<file path="config.mk">
export PLATFORM = sky130hd
export DESIGN_NAME = clock_meter
export DESIGN_NICKNAME = d
export VERILOG_FILES = /design/src/rtl/clock_meter_pkg.sv /design/src/rtl/clock_meter_edge_sync.sv /design/src/rtl/clock_meter.sv
export SDC_FILE = /design/constraint.sdc
export NUM_CORES = 1
export LEC_CHECK = 0
export CAP_MARGIN = 20
export CORE_MARGIN = 2
export CORE_UTILIZATION = 48
export DETAILED_ROUTE_END_ITERATION = 16
export PLACE_DENSITY = 0.75
export SYNTH_ARGS = -nofsm -noshare
export SYNTH_HDL_FRONTEND = slang
export SYNTH_HIERARCHICAL = 1
export SYNTH_SLANG_ARGS = --single-unit
</file>
<file path="constraint.sdc">
create_clock -name clk -period 2.46 [get_ports clk]
set_clock_uncertainty 0.1 [all_clocks]
set_input_delay 0.492 -clock clk [delete_from_list [all_inputs] [get_ports clk]]
set_output_delay 0.492 -clock clk [all_outputs]
set_load 0.01 [all_outputs]
</file>
<file path="src/rtl/clock_meter_pkg.sv">
// clock_meter shared definitions
// state encoding and synchronizer constants
package clock_meter_pkg;

  typedef logic [1:0] state_t;

  localparam state_t ST_IDLE  = 2'd0;
  localparam state_t ST_ARMED = 2'd1;
  localparam state_t ST_RUN   = 2'd2;
  localparam state_t ST_STALL = 2'd3;

  localparam int SYNC_STAGES  = 2;
  localparam int PRIME_CYCLES = 3;

  function automatic logic is_active(state_t s);
    return (s == ST_ARMED) || (s == ST_RUN);
  endfunction

endpackage

</file>
<file path="src/rtl/clock_meter_edge_sync.sv">
// edge_sync: metastability chain, delay flop and
// start-up mask producing rise/fall detect pulses
module edge_sync
  import clock_meter_pkg::*;
(
  input  logic clk,
  input  logic rst,
  input  logic in,
  output logic rise_det,
  output logic fall_det
);

  localparam int PW = $clog2(PRIME_CYCLES + 1);

  logic [SYNC_STAGES-1:0] r_sync;
  logic                   r_dly;
  logic [PW-1:0]          r_prime;
  logic                   w_s2;
  logic                   w_primed;

  assign w_s2     = r_sync[SYNC_STAGES-1];
  assign w_primed = (r_prime == PW'(PRIME_CYCLES));

  // two-flop synchronizer plus one delay stage
  always_ff @(posedge clk or negedge rst) begin
    if (!rst) begin
      r_sync <= '0;
      r_dly  <= 1'b0;
    end else begin
      r_sync <= {r_sync[SYNC_STAGES-2:0], in};
      r_dly  <= w_s2;
    end
  end

  // hide edges until the chain holds real samples
  always_ff @(posedge clk or negedge rst) begin
    if (!rst) begin
      r_prime <= '0;
    end else if (!w_primed) begin
      r_prime <= r_prime + PW'(1);
    end
  end

  assign rise_det = w_primed &  w_s2 & ~r_dly;
  assign fall_det = w_primed & ~w_s2 &  r_dly;

endmodule

</file>
<file path="src/rtl/clock_meter.sv">
// clock_meter: period / high-time meter for an
// asynchronous periodic input with stall detect
module clock_meter
  import clock_meter_pkg::*;
#(
  parameter int unsigned WIDTH   = 32,
  parameter int unsigned TIMEOUT = 1000000
) (
  input  logic             clk,
  input  logic             rst,
  input  logic             en,
  input  logic             sig_in,
  output logic             rise,
  output logic             fall,
  output logic [WIDTH-1:0] period,
  output logic [WIDTH-1:0] high_time,
  output logic             valid,
  output logic             stalled
);

  localparam logic [WIDTH-1:0] LP_TMO =
    WIDTH'(TIMEOUT - 1);

  logic             w_rise_det;
  logic             w_fall_det;
  logic             w_tmo;
  logic             w_active;
  logic [WIDTH-1:0] w_cnt_inc;
  state_t           w_state_nxt;
  logic             w_valid;
  logic             w_stalled;

  state_t           r_state;
  logic [WIDTH-1:0] r_cnt;
  logic [WIDTH-1:0] r_period;
  logic [WIDTH-1:0] r_high;
  logic             r_rise;
  logic             r_fall;

  edge_sync u_sync (
    .clk      (clk),
    .rst      (rst),
    .in       (sig_in),
    .rise_det (w_rise_det),
    .fall_det (w_fall_det)
  );

  assign w_cnt_inc = (&r_cnt) ? r_cnt
                              : r_cnt + WIDTH'(1);
  assign w_active  = is_active(r_state);
  assign w_tmo     = (r_cnt == LP_TMO) & ~w_rise_det;

  // state register
  always_ff @(posedge clk or negedge rst) begin
    if (!rst) r_state <= ST_IDLE;
    else      r_state <= w_state_nxt;
  end

  // next state; a rise beats a same-cycle timeout
  always_comb begin
    w_state_nxt = r_state;
    if (!en) begin
      w_state_nxt = ST_IDLE;
    end else begin
      unique case (r_state)
        ST_IDLE: begin
          if (w_rise_det) w_state_nxt = ST_ARMED;
        end
        ST_ARMED: begin
          if (w_rise_det) w_state_nxt = ST_RUN;
          else if (w_tmo) w_state_nxt = ST_STALL;
        end
        ST_RUN: begin
          if (w_tmo) w_state_nxt = ST_STALL;
        end
        ST_STALL: begin
          if (w_rise_det) w_state_nxt = ST_ARMED;
        end
      endcase
    end
  end

  // status decode from the registered state
  always_comb begin
    w_valid   = (r_state == ST_RUN);
    w_stalled = (r_state == ST_STALL);
  end

  // cycle counter, restarted at each rising edge
  always_ff @(posedge clk or negedge rst) begin
    if (!rst)            r_cnt <= '0;
    else if (!en)        r_cnt <= '0;
    else if (w_rise_det) r_cnt <= '0;
    else                 r_cnt <= w_cnt_inc;
  end

  // one-cycle edge strobes, silenced while disabled
  always_ff @(posedge clk or negedge rst) begin
    if (!rst) begin
      r_rise <= 1'b0;
      r_fall <= 1'b0;
    end else begin
      r_rise <= en & w_rise_det;
      r_fall <= en & w_fall_det;
    end
  end

  // measurements only from a run that saw a rise
  always_ff @(posedge clk or negedge rst) begin
    if (!rst) begin
      r_period <= '0;
      r_high   <= '0;
    end else if (en && w_active) begin
      if (w_rise_det) r_period <= w_cnt_inc;
      if (w_fall_det) r_high   <= w_cnt_inc;
    end
  end

  assign rise      = r_rise;
  assign fall      = r_fall;
  assign period    = r_period;
  assign high_time = r_high;
  assign valid     = w_valid;
  assign stalled   = w_stalled;

endmodule
</file>
---- After elaboration in Yosys (flattened, before gate mapping) ----
Index checks and enable logic that the tools add are counted.
Widths: inputs -> output; s select.
cells by class
  add/subtract/negate cells ............... 2
  $mul .................................... 0
  divide/modulo/power cells ............... 0
  order comparisons ....................... 0
  equality and inequality tests ........... 6
  shift-type cells ........................ 0
  mux-type cells .......................... 8
  bitwise gates (word level) .............. 10
  reduce and logical (&&, ||, !) cells .... 7
operators by type and width
  cell                   number
  $mux 32                3
  $add 32x1->32 const B  1
  $eq 32x20->1 const B   1
  $reduce_and 32->1      1
  $mux 2                 4
  $and 1x1->1            7
  $eq 2x2->1 const B     3
  $pmux 2 s3             1
  $reduce_and 2->1       2
  $ne 3x2->1 const B     1
  $not 1->1              3
  $add 2x1->2 const B    1
  $eq 2x1->1 const B     1
  $logic_not 2->1        1
  $reduce_or 2->1        1
  $logic_and 1x1->1      1
  $logic_or 1x1->1       1
storage, ports and cells
  flip-flop bits (word level) ............. 105
  bits in latches ......................... 0
  memory bits (writable) .................. 0
  ROM bits ................................ 0
  bits of input ports ..................... 4
  word-level logic and storage cells ...... 42
  memories kept ........................... 0

---- Longest topological paths before layout ----
  depth in word-level cells ............... 9
  depth in mapped cells ................... 8
  gate-level depth less buffers ........... 7

---- Cells and area by module ----
Netlist, hierarchy kept.
by module, submodules not included
  module       instances  cells each  area each (µm²)  seq. area each (µm²)
  clock_meter  1          436         4,385.5          2,502.4
  edge_sync    1          10          181.4            125.1

---- Worst setup path before layout ----
Ideal clock, no wire load.
  kind .................................... reg2reg
  from .................................... register r_cnt[0]
  to ...................................... register r_high[25], in the netlist high_time[25]
  library setup time ...................... 82 ps
  arrival time ............................ 2,166 ps
  required time ........................... 2,278 ps
  slack ................................... 112 ps
  stages on the path, launching flop included .. 7
  path buffers ............................ 1
  period minus slack after synthesis ...... 2,348 ps
  cells stage by stage .................... dfrtp_1 and4_1 or4b_4 or2_4 buf_6 or4_4 a31oi_1
between the ends
  cells in the longest elaborated chain, start to end .. 2
ends and longest elaborated chain
  item                                                       line                                  RTL
  start: declaration                                         clock_meter.sv:34                     logic [WIDTH-1:0] r_cnt;
  start signal: assignment                                   clock_meter.sv:94                     else r_cnt <= w_cnt_inc;
  $add 32x1->32 / $reduce_and 32->1 (equally long branches)  clock_meter.sv:49, clock_meter.sv:48
  $mux 32 *                                                  clock_meter.sv:48                     assign w_cnt_inc = (&r_cnt) ? r_cnt
  end signal: assignment                                     clock_meter.sv:115                    if (w_fall_det) r_high <= w_cnt_inc;
  end: declaration                                           clock_meter.sv:36                     logic [WIDTH-1:0] r_high;
Every way passes the cells marked *; elsewhere a longest branch is shown, timed or not.
A chain may end at the register's enable or synchronous reset.

---- Worst setup path in the final report ----
  from .................................... register r_cnt[21]
  to ...................................... register r_state[1]
between the ends
  cells in the longest elaborated chain, start to end .. 6
ends and longest elaborated chain
  item                    line               RTL
  $eq 32x20->1 *          clock_meter.sv:51  assign w_tmo = (r_cnt == LP_TMO) & ~w_rise_det;
  $and 1x1->1 *           clock_meter.sv:51
  $mux 2 *                --
  $mux 2                  --
  $pmux 2 s3 *            --
  $mux 2 *                --
  end signal: assignment  clock_meter.sv:56  else r_state <= w_state_nxt;
  end: declaration        clock_meter.sv:33  state_t r_state;
Marked as above.

==> results_dict.tcl <==
set metrics [dict create \
    grt_antenna_before_repair 0 \
    die_w_um 101.5 \
    p_per_area_nw_per_um2 749.3 \
    synth.distinct_cells 46 \
    numCtsBuffers 9 \
    fin_crit_sh_pct 98.46 \
    layout_common_cells "dfrtp_1 (102), clkdlybuf4s50_1 (70), nand2_1 (52), nor2_1 (47), o21ai_0 (42)" \
    cts_root_buf "clkbuf_8" \
    netlist_instances 446 \
    h-tree-depth 3 \
    clk_latency_ns 0.37 \
    vdd_drop_max_uv 326.9 \
    min_path_type "input port to async pin" \
    pin_count 72 \
    die_h_um 101.5 \
    drtAntennaViolNets 0 \
    fillers 769 \
    clock-sinks 105 \
    slew-limit-headroom_pct 63.43 \
    clk_path_buf_depth 2 \
    dieArea_um2 10310 \
    synth_area_um2 4567 \
    rsz0062_at_grt "yes" \
    cp_top_family "simple AND/OR/NAND/NOR gates" \
    async_reset_ff_share_pct 100.0 \
    mostFrequentLayoutCell "dfrtp_1" \
    total_leakage_power_nw 2.420 \
    synth-edff-count 0 \
    place_congestion 0.9152 \
    grt_pass1_vias 3609 \
    crit_slowest_cell "or4b_2" \
    grt_pass1_wl_um 17620 \
    wl_um 10520 \
    ys_seq_area_share_pct 57.53 \
    crit_type "flip-flop to flip-flop" \
    critical_path.startpoint_type "flip-flop" \
    grt_usage_pct 21.79 \
    start_util_pct 49.42 \
    drc 0 \
    drive_above_1_share_pct 11.63 \
    fmax_mhz 412.9 \
    tightest_slew_ns 0.5486 \
    finalMaxSlewViolations 0 \
    critPathArrivalTime_ns 2.64 \
    wl_per_cell_um 15.88 \
    endpoint_kind "flip-flop" \
    cts_tree "built" \
    synth_seq_cells 105 \
    via_count 3733 \
    period_minus_slack_ns 2.422 \
    final_nets 539 \
    place_ws_ns 0.03750 \
    grt_start_max_net_pins 106 \
    yosysWarnings 6 \
    rows 35 \
    setup_slack_ns 0.03792 \
    grt_remaining_overflow 0 \
    fin_cells 662 \
    avgSynthCellArea_um2 10.24 \
    n_antenna_cell 0 \
    drtIter0Drc 290 \
    synthFlopType "dfrtp_1" \
    hold_violations 0 \
    dpl.cell_count 641 \
    critPathRequiredTime_ns 2.67 \
    syn_nets 456 \
    core-area_um2 9240 \
    path_clk_slew_ns 0.09 \
    post-dp-hpwl_um 7247 \
    drt_pre_antenna_iters 5 \
    setup_viol 0 \
    cap_violations 0 \
    cp_num_buf_inv 0 \
    layout-area-overhead-vs-synth_pct 26.52 \
    max_stage_delay_ns 0.63 \
    worstPathCellList "or4b_2 > or4_1 > or4_4 > a21oi_1 > o311a_1" \
    via_per_inst 5.639 \
    cp_max_fo 6 \
    status "completed" \
    portBuffers 71 \
]
[sequential cells by signal (all words and copies together) (netlist names), 2 cells and up]
name / count
u_sync/r_sync: 2
high_time: 32
period: 32
r_state: 2
r_cnt: 32
u_sync/r_prime: 2
[final timing paths]
kind / slack, ns / cells past startpoint / endpoint / from
worst min-delay path: 0.05 / 2 / period[1] / rst
worst max register to register: 0.04 / 5 / r_state[1] / r_cnt[21]
max in group asynchronous: 1.75 / 2 / r_cnt[21] / rst
min in group clk: 0.26 / 0 / u_sync/r_sync[1] / u_sync/r_sync[0]
worst min register to register: 0.26 / 0 / u_sync/r_sync[1] / u_sync/r_sync[0]
worst max-delay path: 0.04 / 5 / r_state[1] / r_cnt[21]
[cell families (layout without fill, tap and decap cells)]
group                      count (synthesis)  count (layout)  synth area share [%]
AOI/OAI and AO/OA                        112             112                 14.71
muxes                                      2               2                0.5479
adders and majority gates                  6               6                 1.644
and+or+nand+nor                          174             175                 19.62
buffers and inverters                     30             116                 2.685
xor gates and xnor gates                  17              17                 3.260
DFF                                      105             105                 57.53
[power by group]
part           switching, W  leakage (nW)  total (W)  internal (W)
registers          0.000143          1.39    0.00213       0.00198
logic              0.000527         0.939    0.00117      0.000643
clock network      0.000566        0.0925    0.00103      0.000466
[stage by stage]
stage | area (µm²) | TNS [ns] | hold slack (ns) | util, % | power [W]
final | 5778 | 0 | 0.05446 | 62.53 | 0.004329
after global placement | 5520 | 0 | 0.2354 | 59.74 | 0.003306
after CTS | 5704 | 0 | 0.1011 | 61.73 | 0.004373
after global routing | 5778 | -0.03353 | 0.1123 | 62.53 | 0.004590
after floorplan | 4567 | 0 | 0.09641 | - | 0.002691
after detailed placement | 5520 | 0 | 0.2371 | 59.74 | 0.003350
[cells in the mapped netlist, types with 2 or more instances]
cell      number  area share [%]
clkbuf_1      21             1.7
xnor2_1       14             2.7
o31ai_1        9             1.5
nand2b_1       5            0.68
or4_1          7             1.2
a311oi_1       5            0.96
a21oi_1       16             1.8
xor2_1         3            0.58
o21ai_0       42             4.6
dfrtp_1      105              58
or3_1          4            0.55
or2_2          2            0.27
nor4_1         4            0.55
a21o_1         2            0.33
and3b_2        2            0.44
nor2b_1        3            0.41
ha_1           6             1.6
nand2_1       52             4.3
nand4_1       10             1.4
nor2_1        47             3.9
and2_1         5            0.68
or4_4          3            0.74
and3_1         6            0.82
nand3_1       12             1.3
and4_1         5            0.96
inv_1          5            0.41
a31oi_1       32             4.4
[layout make-up]
cell class / instances / area, µm² / share of cell area, %
clock inverter: 5 / 56.30 / 0.9744
clock buffer: 10 / 127.6 / 2.209
inverter: 5 / 18.77 / 0.3248
sequential: 105 / 2631 / 45.54
multi-input combinational: 312 / 1846 / 31.94
timing repair buffer: 96 / 937.1 / 16.22
tap: 129 / 161.4 / 2.793
[layer usage]
layer	global-route usage [%]	vias to the layer above	share of wire (%)
li1	-	1762	-
met1	31.30	1815	46
met2	32.74	137	46
met3	4.831	19	6.1
met4	7.796	0	1.8
met5	0	-	0
[timing repair]
| action | CTS | global route |
|---|---|---|
| setup endpoints to repair | 0 | 36 |
| gates resized for setup | 0 | 9 |
| hold buffers | 0 | 0 |
| setup buffers | 0 | 5 |
Note: power is estimated with default switching activity, not from simulation.
